$ cat config.mk
export PLATFORM = sky130hd
export DESIGN_NAME = matrix_column_scanner
export DESIGN_NICKNAME = d
export VERILOG_FILES = /design/src/rtl/matrix_pkg.sv /design/src/rtl/matrix_dwell_prescaler.sv /design/src/rtl/matrix_column_scanner.sv
export SDC_FILE = /design/constraint.sdc
export NUM_CORES = 1
export LEC_CHECK = 0
export ABC_CLOCK_PERIOD_IN_PS = 4840
export BUFFER_PORTS_ARGS = -buffer_cell sky130_fd_sc_hd__clkbuf_2
export CAP_MARGIN = 20
export CORE_MARGIN = 1.5
export CORE_UTILIZATION = 35
export DETAILED_ROUTE_END_ITERATION = 10
export PLACE_DENSITY = 0.49
export SLEW_MARGIN = 5
export SYNTH_ARGS = -nofsm -noshare
export SYNTH_HDL_FRONTEND = slang
export SYNTH_SLANG_ARGS = --single-unit
$ cat constraint.sdc
create_clock -name clock -period 4.84 [get_ports clock]
set_input_delay 0.242 -clock clock [delete_from_list [all_inputs] [get_ports clock]]
set_output_delay 0.242 -clock clock [all_outputs]
set_load 0.01 [all_outputs]
$ cat src/rtl/matrix_pkg.sv
// Shared types and helpers for the matrix column scanner.
// Holds the scan-state enum and the ring-length rule used by the scanner.
package matrix_pkg;

    typedef enum logic [1:0] {
        IDLE  = 2'd0,
        SCAN  = 2'd1,
        BLANK = 2'd2
    } scan_state_e;

    // Mirrored scans fold the matrix about its vertical axis, so only half the ring is needed.
    function automatic int ring_len(input int cols, input logic mirrored);
        return mirrored ? (cols + 1) / 2 : cols;
    endfunction

endpackage

$ cat src/rtl/matrix_dwell_prescaler.sv
// Dwell counter for the column scanner: counts 0..DWELL-1 and flags the terminal count.
// The count restarts from 0 whenever clear is high.
module matrix_dwell_prescaler #(
    parameter int DWELL = 1000
) (
    input  logic clock,
    input  logic reset,
    input  logic clear,
    output logic tc
);

    localparam int CNT_W = (DWELL > 1) ? $clog2(DWELL) : 1;
    localparam logic [CNT_W-1:0] LAST = CNT_W'(DWELL - 1);

    logic [CNT_W-1:0] count;

    assign tc = (count == LAST);

    // NOTE: sequential state uses non-blocking (<=) so every flop samples pre-edge values.
    always_ff @(posedge clock) begin
        if (reset || clear || tc) begin
            count <= '0;
        end else begin
            count <= count + CNT_W'(1);
        end
    end

endmodule

$ cat src/rtl/matrix_column_scanner.sv
// Column drive sequencer for an LED/key matrix with linear or Y-mirrored scan order.
// Define MATRIX_SCAN_BLANKING_EN to insert a one-cycle all-off gap between steps.
module matrix_column_scanner
    import matrix_pkg::*;
#(
    parameter int COLS  = 5,
    parameter int DWELL = 1000
) (
    input  logic                     clock,
    input  logic                     reset,
    input  logic                     enable,
    input  logic                     mirror,
    output logic [COLS-1:0]          column,
    output logic [$clog2(COLS)-1:0]  step,
    output logic                     frame_start
);

    localparam int STEP_W = $clog2(COLS);

    scan_state_e       state_q, state_d;
    logic              mode_q, mode_d;
    logic [STEP_W-1:0] step_d, step_next, last_step;
    logic [COLS-1:0]   column_d;
    logic              frame_start_d;
    logic              dwell_clear, dwell_tc, wrap;

    // Column c lights on step c, or on the step of its mirror partner when folded.
    function automatic logic [COLS-1:0] column_pattern(input logic [STEP_W-1:0] s,
                                                        input logic mirrored);
        logic [COLS-1:0] pat;
        pat = '0;
        for (int c = 0; c < COLS; c++) begin
            int target;
            target = (mirrored && (COLS - 1 - c < c)) ? COLS - 1 - c : c;
            pat[c] = (int'(s) == target);
        end
        return pat;
    endfunction

    assign dwell_clear = !enable || (state_q != SCAN);

    matrix_dwell_prescaler #(.DWELL(DWELL)) u_dwell (
        .clock (clock),
        .reset (reset),
        .clear (dwell_clear),
        .tc    (dwell_tc)
    );

    assign last_step = STEP_W'(ring_len(COLS, mode_q) - 1);
    assign wrap      = (step == last_step);
    assign step_next = wrap ? '0 : step + STEP_W'(1);

    // NOTE: every variable gets a default before the case, so no latch is inferred.
    always_comb begin
        state_d       = state_q;
        step_d        = step;
        mode_d        = mode_q;
        frame_start_d = 1'b0;

        unique case (state_q)
            IDLE: begin
                if (enable) begin
                    state_d       = SCAN;
                    step_d        = '0;
                    mode_d        = mirror;
                    frame_start_d = 1'b1;
                end
            end
            SCAN: begin
                if (!enable) begin
                    state_d = IDLE;
                    step_d  = '0;
                end else if (dwell_tc) begin
                    step_d = step_next;
`ifdef MATRIX_SCAN_BLANKING_EN
                    state_d = BLANK;
`else
                    if (wrap) begin
                        mode_d        = mirror;
                        frame_start_d = 1'b1;
                    end
`endif
                end
            end
            BLANK: begin
                if (!enable) begin
                    state_d = IDLE;
                    step_d  = '0;
                end else begin
                    state_d = SCAN;
                    // Step 0 is only ever reached through a wrap, so this opens a new frame.
                    if (step == '0) begin
                        mode_d        = mirror;
                        frame_start_d = 1'b1;
                    end
                end
            end
            default: begin
                state_d = IDLE;
                step_d  = '0;
            end
        endcase

        column_d = (state_d == SCAN) ? column_pattern(step_d, mode_d) : '0;
    end

    always_ff @(posedge clock) begin
        if (reset) begin
            state_q     <= IDLE;
            mode_q      <= 1'b0;
            step        <= '0;
            column      <= '0;
            frame_start <= 1'b0;
        end else begin
            state_q     <= state_d;
            mode_q      <= mode_d;
            step        <= step_d;
            column      <= column_d;
            frame_start <= frame_start_d;
        end
    end

endmodule
Word level (Yosys, flattened, before mapping)

Index checks and enable logic that the tools add are counted.

Register bits: 22
Logic and storage cells: 55
Output and inout port bits: 9

Add/sub/neg operators: 3
Reductions and logical operators: 8
Equal/unequal tests: 10
Mux-type cells: 27
Bitwise operators: 1

Operator list:

| operator                | number |
|---|---|
| $mux W3                 | 7 |
| $mux W1                 | 13 |
| $add A10 B1 Y10 const B | 1 |
| $eq A10 B10 Y1 const B  | 1 |
| $pmux W3 S3             | 1 |
| $eq A3 B3 Y1            | 2 |
| $logic_not A3 Y1        | 2 |
| $mux W2                 | 3 |
| $pmux W1 S3             | 2 |
| $pmux W2 S3             | 1 |
| $eq A2 B1 Y1 const B    | 2 |
| $add A3 B1 Y3 const B   | 1 |
| $eq A3 B2 Y1            | 1 |
| $eq A3 B2 Y1 const B    | 1 |
| $eq A3 B3 Y1 const B    | 1 |
| $logic_or A1 B1 Y1      | 3 |
| $sub A3 B1 Y3 const B   | 1 |
| $eq A2 B2 Y1 const B    | 1 |
| $logic_not A2 Y1        | 1 |
| $ne A2 B1 Y1 const B    | 1 |
| $reduce_or A2 Y1        | 1 |
| $logic_not A1 Y1        | 1 |
| $not A1 Y1              | 1 |

Logic depth before layout (Yosys ltp)

Gate-level depths: netlist of run 1.

Depth in word-level cells: 9
Gate-level depth with buffers: 8
Depth with buffers taken out: 8

Cells and area by module

Synthesis of run 1 repeated with hierarchy kept, for this count alone.

Cell total of the unflattened synthesis: 136
Area total of the unflattened synthesis: 1251.2 µm²

Modules (own cells, without submodules):

| module                 | area each (µm²) | times used | cells an instance |
|---|---|---|---|
| matrix_column_scanner  | 792.0           | 1          | 84 |
| matrix_dwell_prescaler | 459.2           | 1          | 52 |

Worst setup path before layout of run 1

OpenSTA, ideal clock, no wires.

Path kind: register to register
Start: register u_dwell.count[0]
End: register column[3]
Data required time: 4.724 ns
Stages on the path, launching flop included: 9
Arrival time: 1.698 ns
Clock period less this slack: 1.813 ns
Library setup time: 0.116 ns
Slack: 3.027 ns
Cell sequence: dfxtp_1 -> ha_1 -> nor4bb_4 -> and3_2 -> buf_6 -> a31o_2 -> nand3_2 -> mux2i_1 -> and3_1

Cells in the longest elaborated chain, start to end: 6

RTL lines:

| what                   | line                         | source |
|---|---|---|
| from (decl)            | matrix_dwell_prescaler.sv:15 | `logic [CNT_W-1:0] count;` |
| from (signal assigned) | matrix_dwell_prescaler.sv:24 | `count <= count + CNT_W'(1);` |
| $eq A10 B10 Y1 (*)     | matrix_dwell_prescaler.sv:17 | `assign tc = (count == LAST);` |
| $mux W1                | matrix_column_scanner.sv:73  | `end else if (dwell_tc) begin` |
| $mux W1                | matrix_column_scanner.sv:70  | `if (!enable) begin` |
| $pmux W1 S3            | matrix_column_scanner.sv:60  | `unique case (state_q)` |
| $mux W2                | matrix_column_scanner.sv:34  | `target = (mirrored && (COLS - 1 - c < c)) ? COLS - 1 - c : c;` |
| $eq A3 B2 Y1 (*)       | matrix_column_scanner.sv:35  | `pat[c] = (int'(s) == target);` |
| to (signal assigned)   | matrix_column_scanner.sv:118 | `column <= column_d;` |
| to (decl)              | matrix_column_scanner.sv:13  | `output logic [COLS-1:0] column,` |

Every way passes the cells marked *; elsewhere a longest branch is shown, timed or not.
A chain may end at the register's enable or synchronous reset.

Worst setup path after layout of run 1

Start: register state_q[1]
End: register column[1]

Cells in the longest elaborated chain, start to end: 5

RTL lines:

| what                                 | line                         | source |
|---|---|---|
| from (decl)                          | matrix_column_scanner.sv:20  | `scan_state_e state_q, state_d;` |
| from (signal assigned)               | matrix_column_scanner.sv:115 | `state_q <= state_d;` |
| $eq A2 B2 Y1 (tied with other cells) | matrix_column_scanner.sv:60  |  |
| $pmux W2 S3                          | matrix_column_scanner.sv:60  |  |
| $eq A2 B1 Y1                         | matrix_column_scanner.sv:104 | `column_d = (state_d == SCAN) ? column_pattern(step_d, mode_d) : '0;` |
| $not A1 Y1 (no line)                 | -                            |  |
| $reduce_or A2 Y1 (no line)           | -                            |  |

Several ways; a longest one is shown, not always the timed one.

==> results.md, run 1 <==
* Final wirelength at 2400 um
* Crit start category: flop
* Crit Path Max Fanout at 4
* Chip Height at 62.9 um
* Leak Pwr at 0.568 nW
* Grt ovf at 0
* Initial antenna violation count at 0
* DR vias/cell at 4.92
* Initial Utilization at 37.0%
* Row Count at 21
* Die area at 0.00395 mm2
* Tcrit/Tclk final at 42.3%
* Reg clk slew, reported paths at 0.13 ns
* Max-slew violation count at 0
* TNS Setup at 0 ns
* Cts hold-fix bufs at 0
* RSZ-0062 raised after global routing: false
* Worst r2r path cells at 8
* Max VDD drop at 0.104 mV
* Layout Nets at 157
* Crit path time final at 2.05 ns
* GRT Total Usage at 13.3%
* Vias in the first global route at 964
* Sw Ratio at 21.1%
* Comb power frac at 8.2%
* Share of post-route cells with drive strength above 1 at 23.4%
* Area Growth Syn to Fin at 11.0%
* N_diodes at 0
* Worst Setup Path Type: reg -> reg
* Hold depth at 2
* DRT iter0 DRCs at 36
* Count of different cell masters after synthesis at 51
* GP Congestion at 0.782
* Hpwl dp at 1900 um
* Syn Nets at 144
* Root Driver: clkbuf_4
* Fin Hold WS at 0.125 ns
* Arrival time worst endpoint at 2.25 ns
* Post-Syn Area at 0.00125 mm2
* Clk network pwr share at 39.2%
* Post-CTS Setup Inserts at 0
* Worst R2R Start: state_q[1]
* Final Util at 41.1%
* Ports at 13
* Final hold viol count at 0
* DR pass1 iterations at 4
* Synth Warn # at 0
* TritonCTS buffer count at 3
* Sw power at 0.0000750 W
* Synth area leaders: dfxtp_1 (35%), ha_1 (7.0%), nor2_1 (4.5%)
* Setup crit start: state_q[1]
* Number of fill cells in the layout at 347
* Seq pwr share at 52.6%
* Critical Path RT at 5.05 ns
* Later-pin clock latency in the skew report at 0.30 ns
* Post-synth top area share at 35.1%
* Post-DRT Antenna Nets at 0
* TritonCTS clock tree: done
* CTS resizes at 0
* Syn Area/Cell at 9.44 um2
* Die Wd at 62.9 um
* Routed wire per std cell at 12.6 um
* Max-cap viol count at 0
* Area taken by multi-input logic gates at 756 um2
* Status: finished, final reports clean
* Cell count after synthesis at 133
* IO buf count at 12
* EDFF count, synth at 0
* Relative slew slack at 68.6%
* Final count of negative-setup-slack endpoints at 0
* Synth Flop Type: dfxtp_1
* Worst Hold Class: in -> reg
* Ys async rst share at 0%
* CORE AREA at 0.00339 mm2
* Synthesis-stage register bit count at 22
* HP Start: reset
* Max Freq at 0.489 GHz
* Clock skew at 0.00546 ns
* Design internal power at 0.000280 W
* Global-route wire length before repair at 4260 um
* Largest net degree at the start of global routing at 14
* Sequential fraction of the synthesis area at 35.1%
* H-tree depth at 1
* Least-Margin Pin Slew at 0.468 ns
* DRC viols at 0
* Reg area at 440 um2
* Critical Path End Type: flop
* Yosys top cell by area: dfxtp_1
* Pwr Density at 255 mW/mm2
* Via count at 940
* Commonest cells in the synthesized netlist: dfxtp_1 (22), nor2_1 (15), nand2_1 (8), ha_1 (7), inv_1 (7)
* Clock sink count at 22
* Leading cell type by number of instances after synthesis: dfxtp_1
* Clock Path Buffers at 2
[power by group through the flow]
stage               clock, W  sequential [W]  combinational, W
finish              0.000139        0.000187         0.0000292
global route        0.000154        0.000187         0.0000329
CTS                 0.000146        0.000187         0.0000296
detailed placement         0        0.000191         0.0000293
global placement           0        0.000191         0.0000293
floorplan                  0        0.000191         0.0000221
[final cells by class]
type / instances / share of cell area, %
flip-flops and latches: 22 / 31.6
well taps: 46 / 4.13
inverters: 7 / 1.89
clock inverters: 1 / 2.16
repair buffers: 12 / 4.31
multi-input cells: 100 / 54.3
clock buffers: 3 / 1.62
[per-stage QoR]
step | power (W) | std cells | worst slack, ns | cell area (um2)
after floorplan | 0.000213 | 133 | 3.03 | 1250
after global placement | 0.000220 | 187 | 2.85 | 1340
after detailed placement | 0.000220 | 187 | 2.85 | 1340
after CTS | 0.000363 | 191 | 2.82 | 1390
after global routing | 0.000374 | 191 | 2.68 | 1390
final | 0.000355 | 191 | 2.79 | 1390
[flip-flops by register name, indices dropped and copies added (netlist names)]
signal and flops:
state_q 2, mode_q 1, column 5, frame_start 1
step 3, u_dwell.count 10
[layout by cell type, fill, tap and decap left out, types with 3 or more instances in the layout]
master / synthesis / layout
nand3_1: 5 / 5
nor2_1: 15 / 15
nor3_1: 3 / 3
ha_1: 7 / 7
dfxtp_1: 22 / 22
xor2_1: 4 / 4
clkbuf_4: 0 / 3
clkbuf_2: 0 / 12
o21ai_0: 3 / 3
xnor2_1: 4 / 4
nand2_1: 8 / 8
and3_1: 6 / 6
inv_1: 7 / 7
a21oi_1: 3 / 3
[per-layer routing]
| metal | vias to the layer above | wire (um) | GRT usage [%] |
|---|---|---|---|
| met5 | - | 0 | 0 |
| met4 | 0 | 36 | 6.39 |
| met3 | 4 | 71 | 2.52 |
| li1 | 488 | - | - |
| met2 | 17 | 1180 | 22.7 |
| met1 | 431 | 1110 | 16.0 |
[worst paths after layout]
| kind | to | slack (ns) |
|---|---|---|
| max | column[1] | 2.79 |
| min | mode_q | 0.13 |
| max reg2reg | column[1] | 2.79 |
| min reg2reg | u_dwell.count[0] | 0.48 |
[cell families after synthesis]
| group | share of synthesized area (%) |
|---|---|
| AO/OA/AOI/OAI | 13.8 |
| XOR/XNOR | 5.58 |
| adder cells (fa/ha/maj) | 6.98 |
| buffers and inverters | 4.69 |
| flip-flops | 35.1 |
| multiplexers | 2.59 |
| AND/OR/NAND/NOR | 31.3 |
[worst max-delay path, cell delays in order, from the launching register on]
cell	delay, ns
dfxtp_1	0.36
inv_1	0.12
ha_1	0.21
nand2_1	0.13
nor3_1	0.45
nand3_1	0.21
a31oi_1	0.20
o22ai_1	0.10
and3_1	0.18
No activity file was read; power rests on OpenSTA's default activity.
==> run 2: changes to the inputs <==
--- a/config.mk
+++ b/config.mk
@@ -5,7 +5,7 @@
 export SDC_FILE = /design/constraint.sdc
 export NUM_CORES = 1
 export LEC_CHECK = 0
-export ABC_CLOCK_PERIOD_IN_PS = 4840
+export ABC_CLOCK_PERIOD_IN_PS = 2000
 export BUFFER_PORTS_ARGS = -buffer_cell sky130_fd_sc_hd__clkbuf_2
 export CAP_MARGIN = 20
 export CORE_MARGIN = 1.5
==> constraint.sdc (replaced) <==
create_clock -name clock -period 2 [get_ports clock]
set_input_delay 0.1 -clock clock [delete_from_list [all_inputs] [get_ports clock]]
set_output_delay 0.1 -clock clock [all_outputs]
set_load 0.01 [all_outputs]
==> results.md, run 2 (synthesized netlist as in run 1, its figures left out) <==
* N_diodes at 0 (unchanged)
* Tcrit/Tclk final at 92.9% (+51 points)
* Reg area at 444 um2 (+0.85%)
* Reg with most FFs: u_dwell.count
* Final count of negative-setup-slack endpoints at 0 (unchanged)
* Row Count at 21 (unchanged)
* Vias in the first global route at 981 (+1.8%)
* Commonest non-fill, non-tap cell in the layout: dfxtp_1
* Leak Pwr at 0.627 nW (+10%)
* Metal-1 WL at 1220 um (+9.6%)
* DRC viols at 0 (unchanged)
* Worst Hold Class: in -> reg
* Max-cap viol count at 0 (unchanged)
* Dpl ws at 0.0412 ns (-2.81 ns)
* Clock skew at 0.00370 ns (-0.00176 ns)
* Max FFs per register at 10 (unchanged)
* Area Growth Syn to Fin at 21.9%
* Clock sink count at 22 (unchanged)
* Biggest regs: u_dwell.count x10, column x5, step x3
* Chip Height at 62.9 um (unchanged)
* Max-slew violation count at 0 (unchanged)
* Later-pin clock latency in the skew report at 0.30 ns (about the same)
* Setup ws final at 0.143 ns (-2.65 ns)
* Die area at 0.00395 mm2 (unchanged)
* Post-DRT Antenna Nets at 0 (unchanged)
* Placed Cells at 197 (+5.3%)
* TNS Setup at 0 ns (unchanged)
* Grt ovf at 0 (unchanged)
* Worst R2R Start: u_dwell.count[1]
* GRT Total Usage at 14.0% (+0.64 points)
* Total Power at 0.000879 W (+150%)
* Hpwl dp at 2070 um (+9.3%)
* Clock Path Buffers at 2 (unchanged)
* Hold EP: frame_start
* IO buf count at 12 (unchanged)
* Relative slew slack at 78.2% (+9.7 points)
* Root Driver: clkbuf_4
* Pwr Density at 575 mW/mm2 (+130%)
* Initial antenna violation count at 0 (unchanged)
* Layout Nets at 168 (+7.0%)
* Ports at 13 (unchanged)
* R2r endpoint: column[3]
* Initial Utilization at 37.0% (unchanged)
* DRT iter0 DRCs at 45 (+25%)
* Final hold viol count at 0 (unchanged)
* TritonCTS buffer count at 3 (unchanged)
* Number of fill cells in the layout at 333 (-4.0%)
* Critical Path RT at 2.21 ns (-2.84 ns)
* Die Wd at 62.9 um (unchanged)
* Global-route wire length before repair at 4420 um (+3.7%)
* H-tree depth at 1 (unchanged)
* TritonCTS clock tree: done
* Largest net degree at the start of global routing at 14 (unchanged)
* RSZ-0062 raised after global routing: false
* Arrival time worst endpoint at 2.07 ns (-0.18 ns)
* Crit start category: flop
* HP Start: enable
* GP Congestion at 0.767 (-1.9%)
* Area taken by multi-input logic gates at 805 um2 (+6.5%)
* Crit Path Max Fanout at 7 (+3)
* Share of post-route cells with drive strength above 1 at 34.0% (+11 points)
* Via count at 979 (+4.1%)
* Max VDD drop at 0.265 mV (+150%)
* CORE AREA at 0.00339 mm2 (unchanged)
* DR pass1 iterations at 4 (unchanged)
* Top sig layer: met4
* Reg2Reg Setup Slack at 0.14 ns (-2.65 ns)
* Critical Path End Type: flop
* Final Util at 45.1% (+4.1 points)
* Commonest non-fill, non-tap cells in the layout: dfxtp_1 (19), nor2_1 (15), clkbuf_2 (12)
* Final wirelength at 2580 um (+7.4%)
* Met2 WL at 1310 um (+11%)
* Post-CTS Setup Inserts at 0 (unchanged)
* Routed wire per std cell at 12.8 um (+1.5%)
* Worst Setup Path Type: reg -> reg
* Status: finished, final reports clean
* Max Freq at 0.538 GHz (+10%)
* Least-Margin Pin Slew at 0.323 ns (-0.144 ns)
* Crit path time final at 1.86 ns (-0.188 ns)
* Worst r2r path cells at 7 (-1)
* Reg clk slew, reported paths at 0.12 ns (about the same)
* WL met3 at 41 um (-42%)
* Final Non-Filler Cells at 202 (+5.8%)
* DR vias/cell at 4.85 (-1.5%)
* Hold depth at 2 (unchanged)
run 2: cell type report:
cell class,count,share of cell area (%)
multi-input cells,100,52.6
flip-flops and latches,22,29.0
repair buffers,23,9.48
well taps,46,3.76
clock inverters,1,1.96
inverters,7,1.72
clock buffers,3,1.47
run 2: how the worst max path moves through the flow:
| stage | start | to | slack [ns] |
|---|---|---|---|
| 2_1_floorplan | u_dwell.count[0] | column[3] | 0.19 |
| 3_3_place_gp | u_dwell.count[1] | column[3] | 0.03 |
| 3_5_place_dp | u_dwell.count[1] | column[3] | 0.04 |
| 4_1_cts | u_dwell.count[1] | column[3] | 0.006 |
| 5_1_grt | step[2] | column[4] | 0.01 |
| 6_report | u_dwell.count[1] | column[3] | 0.14 |
run 2: report_power, final:
| group | switching [W] | total, W | internal (W) | leakage, nW |
|---|---|---|---|---|
| registers | 0.00000454 | 0.000451 | 0.000446 | 0.180 |
| logic | 0.0000482 | 0.0000919 | 0.0000436 | 0.420 |
| clock network | 0.000134 | 0.000337 | 0.000202 | 0.0279 |
run 2: critical path, stage by stage (launching register included):
cell and delay (ns):
dfxtp_1 0.38, ha_2 0.21, nor4bb_4 0.27, and3_4 0.30, a31o_2 0.17, nand3_2 0.13
mux2i_1 0.14, and3_1 0.18
run 2: through the flow:
| stage | hold slack (ns) | area [um2] |
|---|---|---|
| 2_1_floorplan | 0.178 | 1250 |
| 3_3_place_gp | 0.310 | 1420 |
| 3_5_place_dp | 0.314 | 1420 |
| 4_1_cts | 0.142 | 1480 |
| 5_1_grt | 0.164 | 1530 |
| 6_report | 0.155 | 1530 |
run 2: routing by layer:
metal | GRT usage [%] | up-vias
li1 | - | 515
met1 | 17.4 | 455
met2 | 24.6 | 7
met3 | 1.62 | 2
met4 | 5.00 | 0
met5 | 0 | -
run 2: repair_timing:
item / CTS / global route
hold endpoints to repair: 1 / 0
resized for setup: 0 / 13
setup endpoints to repair: 0 / 6
hold buffers: 1 / 0
